[src/rtl/sata_cmd_arbiter.sv]
// Round-robin arbiter sharing the sata_stack command interface between a
// write requester and a read requester. One command in flight at a time;
// tracks sata_busy to completion, captures D2H status/error, and recovers
// hung commands by pulsing command_layer_reset after a timeout.
module sata_cmd_arbiter #(
  parameter int unsigned TIMEOUT_CYCLES = 1000000,
  parameter int unsigned RESET_PULSE    = 16
) (
  input  logic        clk,
  input  logic        rst,
  // requesters
  input  logic        wr_req,
  input  logic [15:0] wr_sector_count,
  input  logic [47:0] wr_sector_address,
  input  logic        rd_req,
  input  logic [15:0] rd_sector_count,
  input  logic [47:0] rd_sector_address,
  output logic        wr_grant,
  output logic        rd_grant,
  output logic        wr_done,
  output logic        rd_done,
  output logic        cmd_error,
  output logic        cmd_timeout,
  output logic [7:0]  cmd_status,
  output logic [7:0]  cmd_d2h_error,
  // sata_stack side
  input  logic        linkup,
  input  logic        sata_ready,
  input  logic        sata_busy,
  input  logic [7:0]  d2h_status,
  input  logic [7:0]  d2h_error,
  output logic        write_data_en,
  output logic        read_data_en,
  output logic [15:0] sector_count,
  output logic [47:0] sector_address,
  output logic        command_layer_reset
);

  typedef enum logic [2:0] {
    S_IDLE,
    S_ISSUE,
    S_WAIT_DONE,
    S_COMPLETE,
    S_RESET_CL
  } state_e;

  typedef enum logic {
    OWN_WRITE,
    OWN_READ
  } owner_e;

  localparam int unsigned   PW         = (RESET_PULSE > 1) ? $clog2(RESET_PULSE) : 1;
  localparam logic [31:0]   TMO_LAST   = 32'(TIMEOUT_CYCLES - 1);
  localparam logic [PW-1:0] PULSE_LAST = PW'(RESET_PULSE - 1);

  // Every output is a flop in this set; the next-state logic computes the
  // whole set so outputs never see combinational glitches.
  typedef struct packed {
    state_e      state;
    owner_e      last_grant;
    logic        wr_grant;
    logic        rd_grant;
    logic        wr_done;
    logic        rd_done;
    logic        cmd_error;
    logic        cmd_timeout;
    logic [7:0]  cmd_status;
    logic [7:0]  cmd_d2h_error;
    logic        write_data_en;
    logic        read_data_en;
    logic [15:0] sector_count;
    logic [47:0] sector_address;
    logic        command_layer_reset;
    logic [31:0] tmo_cnt;
    logic [PW-1:0] pulse_cnt;
  } regs_t;

  regs_t r, n;
  logic  pick_wr;
  logic  finish;
  logic  fin_error;
  logic  fin_timeout;

  // State/output register bank; last_grant resets to READ so WRITE wins first.
  always_ff @(posedge clk or posedge rst) begin
    if (rst) begin
      // NOTE: sequential state uses non-blocking assignments so every flop
      // samples pre-edge values regardless of statement order.
      r            <= '0;
      r.last_grant <= OWN_READ;
    end else begin
      r <= n;
    end
  end

  // Next-state and next-output computation for the command FSM.
  always_comb begin
    // NOTE: defaulting every field first means no path leaves a variable
    // unassigned, so no latches are inferred.
    n           = r;
    n.wr_done   = 1'b0;
    n.rd_done   = 1'b0;
    pick_wr     = 1'b0;
    finish      = 1'b0;
    fin_error   = 1'b0;
    fin_timeout = 1'b0;

    unique case (r.state)
      S_IDLE: begin
        if (linkup && sata_ready && !sata_busy && (wr_req || rd_req)) begin
          pick_wr          = wr_req && (!rd_req || r.last_grant == OWN_READ);
          n.wr_grant       = pick_wr;
          n.rd_grant       = !pick_wr;
          n.sector_count   = pick_wr ? wr_sector_count   : rd_sector_count;
          n.sector_address = pick_wr ? wr_sector_address : rd_sector_address;
          n.tmo_cnt        = '0;
          if (n.sector_count == 16'd0) begin
            // Nothing to transfer: report failure without touching the stack.
            n.state         = S_COMPLETE;
            n.wr_done       = pick_wr;
            n.rd_done       = !pick_wr;
            n.cmd_error     = 1'b1;
            n.cmd_timeout   = 1'b0;
            n.cmd_status    = 8'h00;
            n.cmd_d2h_error = 8'h00;
          end else begin
            n.state         = S_ISSUE;
            n.write_data_en = pick_wr;
            n.read_data_en  = !pick_wr;
          end
        end
      end

      S_ISSUE: begin
        n.tmo_cnt = r.tmo_cnt + 32'd1;
        if (!linkup) begin
          finish    = 1'b1;
          fin_error = 1'b1;
        end else if (sata_busy) begin
          // Busy (ours or already present) acknowledges the command.
          n.write_data_en = 1'b0;
          n.read_data_en  = 1'b0;
          n.state         = S_WAIT_DONE;
        end else if (r.tmo_cnt >= TMO_LAST) begin
          n.write_data_en       = 1'b0;
          n.read_data_en        = 1'b0;
          n.command_layer_reset = 1'b1;
          n.pulse_cnt           = '0;
          n.state               = S_RESET_CL;
        end
      end

      S_WAIT_DONE: begin
        n.tmo_cnt = r.tmo_cnt + 32'd1;
        if (!linkup) begin
          finish    = 1'b1;
          fin_error = 1'b1;
        end else if (!sata_busy) begin
          // Completion is checked before timeout so it wins a tie.
          finish    = 1'b1;
          fin_error = d2h_status[0] | (|d2h_error);
        end else if (r.tmo_cnt >= TMO_LAST) begin
          n.command_layer_reset = 1'b1;
          n.pulse_cnt           = '0;
          n.state               = S_RESET_CL;
        end
      end

      S_RESET_CL: begin
        if (r.pulse_cnt == PULSE_LAST) begin
          n.command_layer_reset = 1'b0;
          finish                = 1'b1;
          fin_error             = 1'b1;
          fin_timeout           = 1'b1;
        end else begin
          n.pulse_cnt = r.pulse_cnt + 1'b1;
        end
      end

      S_COMPLETE: begin
        n.last_grant = r.wr_grant ? OWN_WRITE : OWN_READ;
        n.wr_grant   = 1'b0;
        n.rd_grant   = 1'b0;
        n.state      = S_IDLE;
      end

      default: n.state = S_IDLE;
    endcase

    if (finish) begin
      n.state         = S_COMPLETE;
      n.write_data_en = 1'b0;
      n.read_data_en  = 1'b0;
      n.wr_done       = r.wr_grant;
      n.rd_done       = r.rd_grant;
      n.cmd_error     = fin_error;
      n.cmd_timeout   = fin_timeout;
      n.cmd_status    = d2h_status;
      n.cmd_d2h_error = d2h_error;
    end
  end

  assign wr_grant            = r.wr_grant;
  assign rd_grant            = r.rd_grant;
  assign wr_done             = r.wr_done;
  assign rd_done             = r.rd_done;
  assign cmd_error           = r.cmd_error;
  assign cmd_timeout         = r.cmd_timeout;
  assign cmd_status          = r.cmd_status;
  assign cmd_d2h_error       = r.cmd_d2h_error;
  assign write_data_en       = r.write_data_en;
  assign read_data_en        = r.read_data_en;
  assign sector_count        = r.sector_count;
  assign sector_address      = r.sector_address;
  assign command_layer_reset = r.command_layer_reset;

endmodule

[config.mk]
export PLATFORM = sky130hd
export DESIGN_NAME = sata_cmd_arbiter
export DESIGN_NICKNAME = d
export VERILOG_FILES = /design/src/rtl/sata_cmd_arbiter.sv
export SDC_FILE = /design/constraint.sdc
export NUM_CORES = 1
export LEC_CHECK = 0
export BUFFER_PORTS_ARGS = -buffer_cell sky130_fd_sc_hd__buf_2
export CORE_ASPECT_RATIO = 0.5
export CORE_UTILIZATION = 39
export CTS_BUF_LIST = sky130_fd_sc_hd__clkbuf_4 sky130_fd_sc_hd__clkbuf_8
export DETAILED_ROUTE_END_ITERATION = 8
export PLACE_DENSITY = 0.64
export SLEW_MARGIN = 20
export SYNTH_ARGS = -nofsm -noshare
export SYNTH_HDL_FRONTEND = slang
export SYNTH_SLANG_ARGS = --single-unit
[constraint.sdc]
create_clock -name clk -period 4.6 [get_ports clk]
set_input_delay 0.46 -clock clk [delete_from_list [all_inputs] [get_ports clk]]
set_output_delay 0.46 -clock clk [all_outputs]
set_load 0.1 [all_outputs]
==> out/qor.yml <==
dp_slack_ps: 1690
cpMaxStageDelayCell: "o32a_1"
critical_path.max_fanout: 24
path_delay_family: "simple AND/OR/NAND/NOR gates"
synthesis.area_um2: 6870
synth_xor_area_share_pct: 3.70
wirelength_um: 17700
muxShareOfSynthArea_pct: 0.747
skew_ps: 15.1
die_h_um: 95.8
die_w_um: 190
postCtsHoldBufs: 0
wl_per_cell_um: 15.2
cts.path.max_buffers: 2
synth_ff_type: "dfrtp_1"
setup_violations: 0
ys_seq_area_share_pct: 47.0
grt_use_total_pct: 19.3
drc: 0
root_buffer: "clkbuf_8"
drv_cap: 0
clkTransAtPathRegs_ps: 80
slowest_delay_ps: 670
synth_fp_nets: 941
cp-startpoint: "r[128]"
synth.avg_cell_area_um2: 8.72
multi_input_area_um2: 2840
r2r-start: "r[128]"
layout_setup_ws_ps: 1640
yosysUniqueCellTypes: 51
cpMostUsedCell: "or3_1"
rsz0062_at_grt: "no"
viasPerCell: 5.06
register_area_um2: 3230
grt_pass1_vias: 5560
nets: 1077
grt-ovfl-total: 0
ios: 240
core_area_um2: 16800
min_path_type: "input port to asynchronous set/reset pin"
yosysTopAreaCellShare_pct: 46.6
synth_fa_ha_area_share_pct: 0.364
ys_ff_latch: 129
synth_top_family_by_area: "simple AND/OR/NAND/NOR gates"
fillCellCount: 1618
numCtsBuffers: 17
start_util_pct: 40.9
crit_type: "flop to flop"
fmax_ghz: 0.338
numPortBuffers: 239
max_slew.worst_pin.slew_ps: 914
grt_first_pass_wirelength_um: 27600
vias: 5899
setup_tns_ps: 0
slew_headroom_pct: 39.0
cp-start-kind: "flop"
ctsHtreeMaxLevel: 4
hold_viol: 0
syn_to_final_growth_pct: 17.7
async_flop_share_pct: 100
min_period_over_period_pct: 64.3
routabilityCongestion: 0.806
drtIter0Drc: 352
arrival_ps: 3300
dpl.hpwl_um: 12400
post-cts-setup-buffer-count: 0
ys_top_cells_by_area: "dfrtp_1 47%, buf_4 8.7%, nand2_1 8.4%, a31oi_1 5.9%, nor2_1 5.6%"
dieArea_um2: 18200
yosysWarnings: 0
grt_max_degree: 98
layout-drive-gt1-share_pct: 30.6
crit_chain: "or3_1 > o32a_1 > or4_1 > or3_1 > a21oi_1"
yosys.area.top_type: "dfrtp_1"
drt-pass1-iter-count: 4
synth-edff-count: 0
yosys.area_share.simple_pct: 23.9
outcome: "completed"
drv_slew: 0
clock-sinks: 129
antenna_found_initial: 1
antenna_left: 0
synth-compound-area-share_pct: 12.4
required_ps: 4940
clk_latency_ps: 430
tritoncts: "yes"
fin_crit_ps: 2960
placementRows: 33
critPathCaptureType: "flop"
synth_cells: 788
cts_resized: 0
path_buf_inv: 0
## routing by layer
layer  vias up  wire (um)  GRT usage [%]
met4         0        465           9.01
li1       2931          -              -
met2       141       8620           32.7
met1      2792       7950           24.4
met5         -          0              0
met3        35        667           3.50
## sequential cells by signal, summed over array words and instances, names as in the netlist
register / count
rd_grant: 1
r: 40
cmd_timeout: 1
command_layer_reset: 1
cmd_error: 1
cmd_status: 8
sector_address: 48
rd_done: 1
sector_count: 16
wr_grant: 1
read_data_en: 1
cmd_d2h_error: 8
wr_done: 1
write_data_en: 1
## cells in the final DEF (no fill, tap or decap), drive strengths merged, types with 6 or more instances in the layout
cell type  instances
nor4b              6
clkbuf            20
a22o              17
xnor2             23
nor4              27
dfrtp            128
o21ai              8
xor2               6
nand2            153
nand3             18
nor2             103
a31oi             65
buf              246
nor3               9
a21oi              9
or3                8
nand4             11
## worst paths after layout
kind                                     end  slack (ps)  cells after the start
max reg2reg                            r[35]        1640                      5
max in group asynchronous  sector_address[3]        3550                      3
min                            cmd_status[3]         150                      2
max                                    r[35]        1640                      5
min in group clk               cmd_status[7]         260                      2
min reg2reg                      cmd_timeout         480                      1
## cells in the mapped netlist (2+ instances only)
master,n
nand3_1,18
dfrtp_1,128
mux2i_1,4
ha_1,2
o31ai_1,2
a21o_1,3
or3_1,8
o22ai_1,3
nand2b_1,4
a21oi_1,9
o2111ai_1,2
a32oi_1,4
nor3_1,9
xnor2_1,23
nor4_1,27
or4_1,3
buf_1,2
nor2_1,103
a22o_1,17
and3_1,5
nor4b_1,6
a31oi_1,65
o2bb2ai_1,2
nand3b_1,2
buf_4,80
nand4_1,11
o21ai_0,8
or2_2,2
xor2_1,6
inv_1,5
clkbuf_1,46
a211oi_1,3
nor2b_1,3
and4_1,4
nand2_1,153
## through the flow
stage	util, %	instances	hold slack, ps	area, um2
floorplan	-	788	467	6870
global placement	45.4	1132	458	7620
detailed placement	45.4	1132	465	7620
CTS	48.1	1164	232	8080
global route	48.1	1165	209	8080
finish	48.1	1166	146	8080
## cell type report
cell class / count / share of cell area (%)
antenna: 2 / 0.0619
clock buffer: 20 / 3.33
clock inverter: 12 / 2.26
inverter: 5 / 0.294
multi-input combinational: 525 / 35.1
sequential: 129 / 40.0
tap: 227 / 3.51
timing repair buffer: 246 / 15.4
## cells by family (layout without fill, tap and decap cells)
logic type | Yosys count | count (layout)
AO/OA/AOI/OAI | 125 | 125
flip-flops | 129 | 129
multiplexers | 5 | 5
buffers and inverters | 134 | 283
XOR/XNOR | 29 | 29
other | 0 | 2
AND/OR/NAND/NOR | 364 | 364
adder cells (fa/ha/maj) | 2 | 2
Power is not shown: default switching activity piles up to over one toggle a cycle in this logic, so the estimate is an artifact.
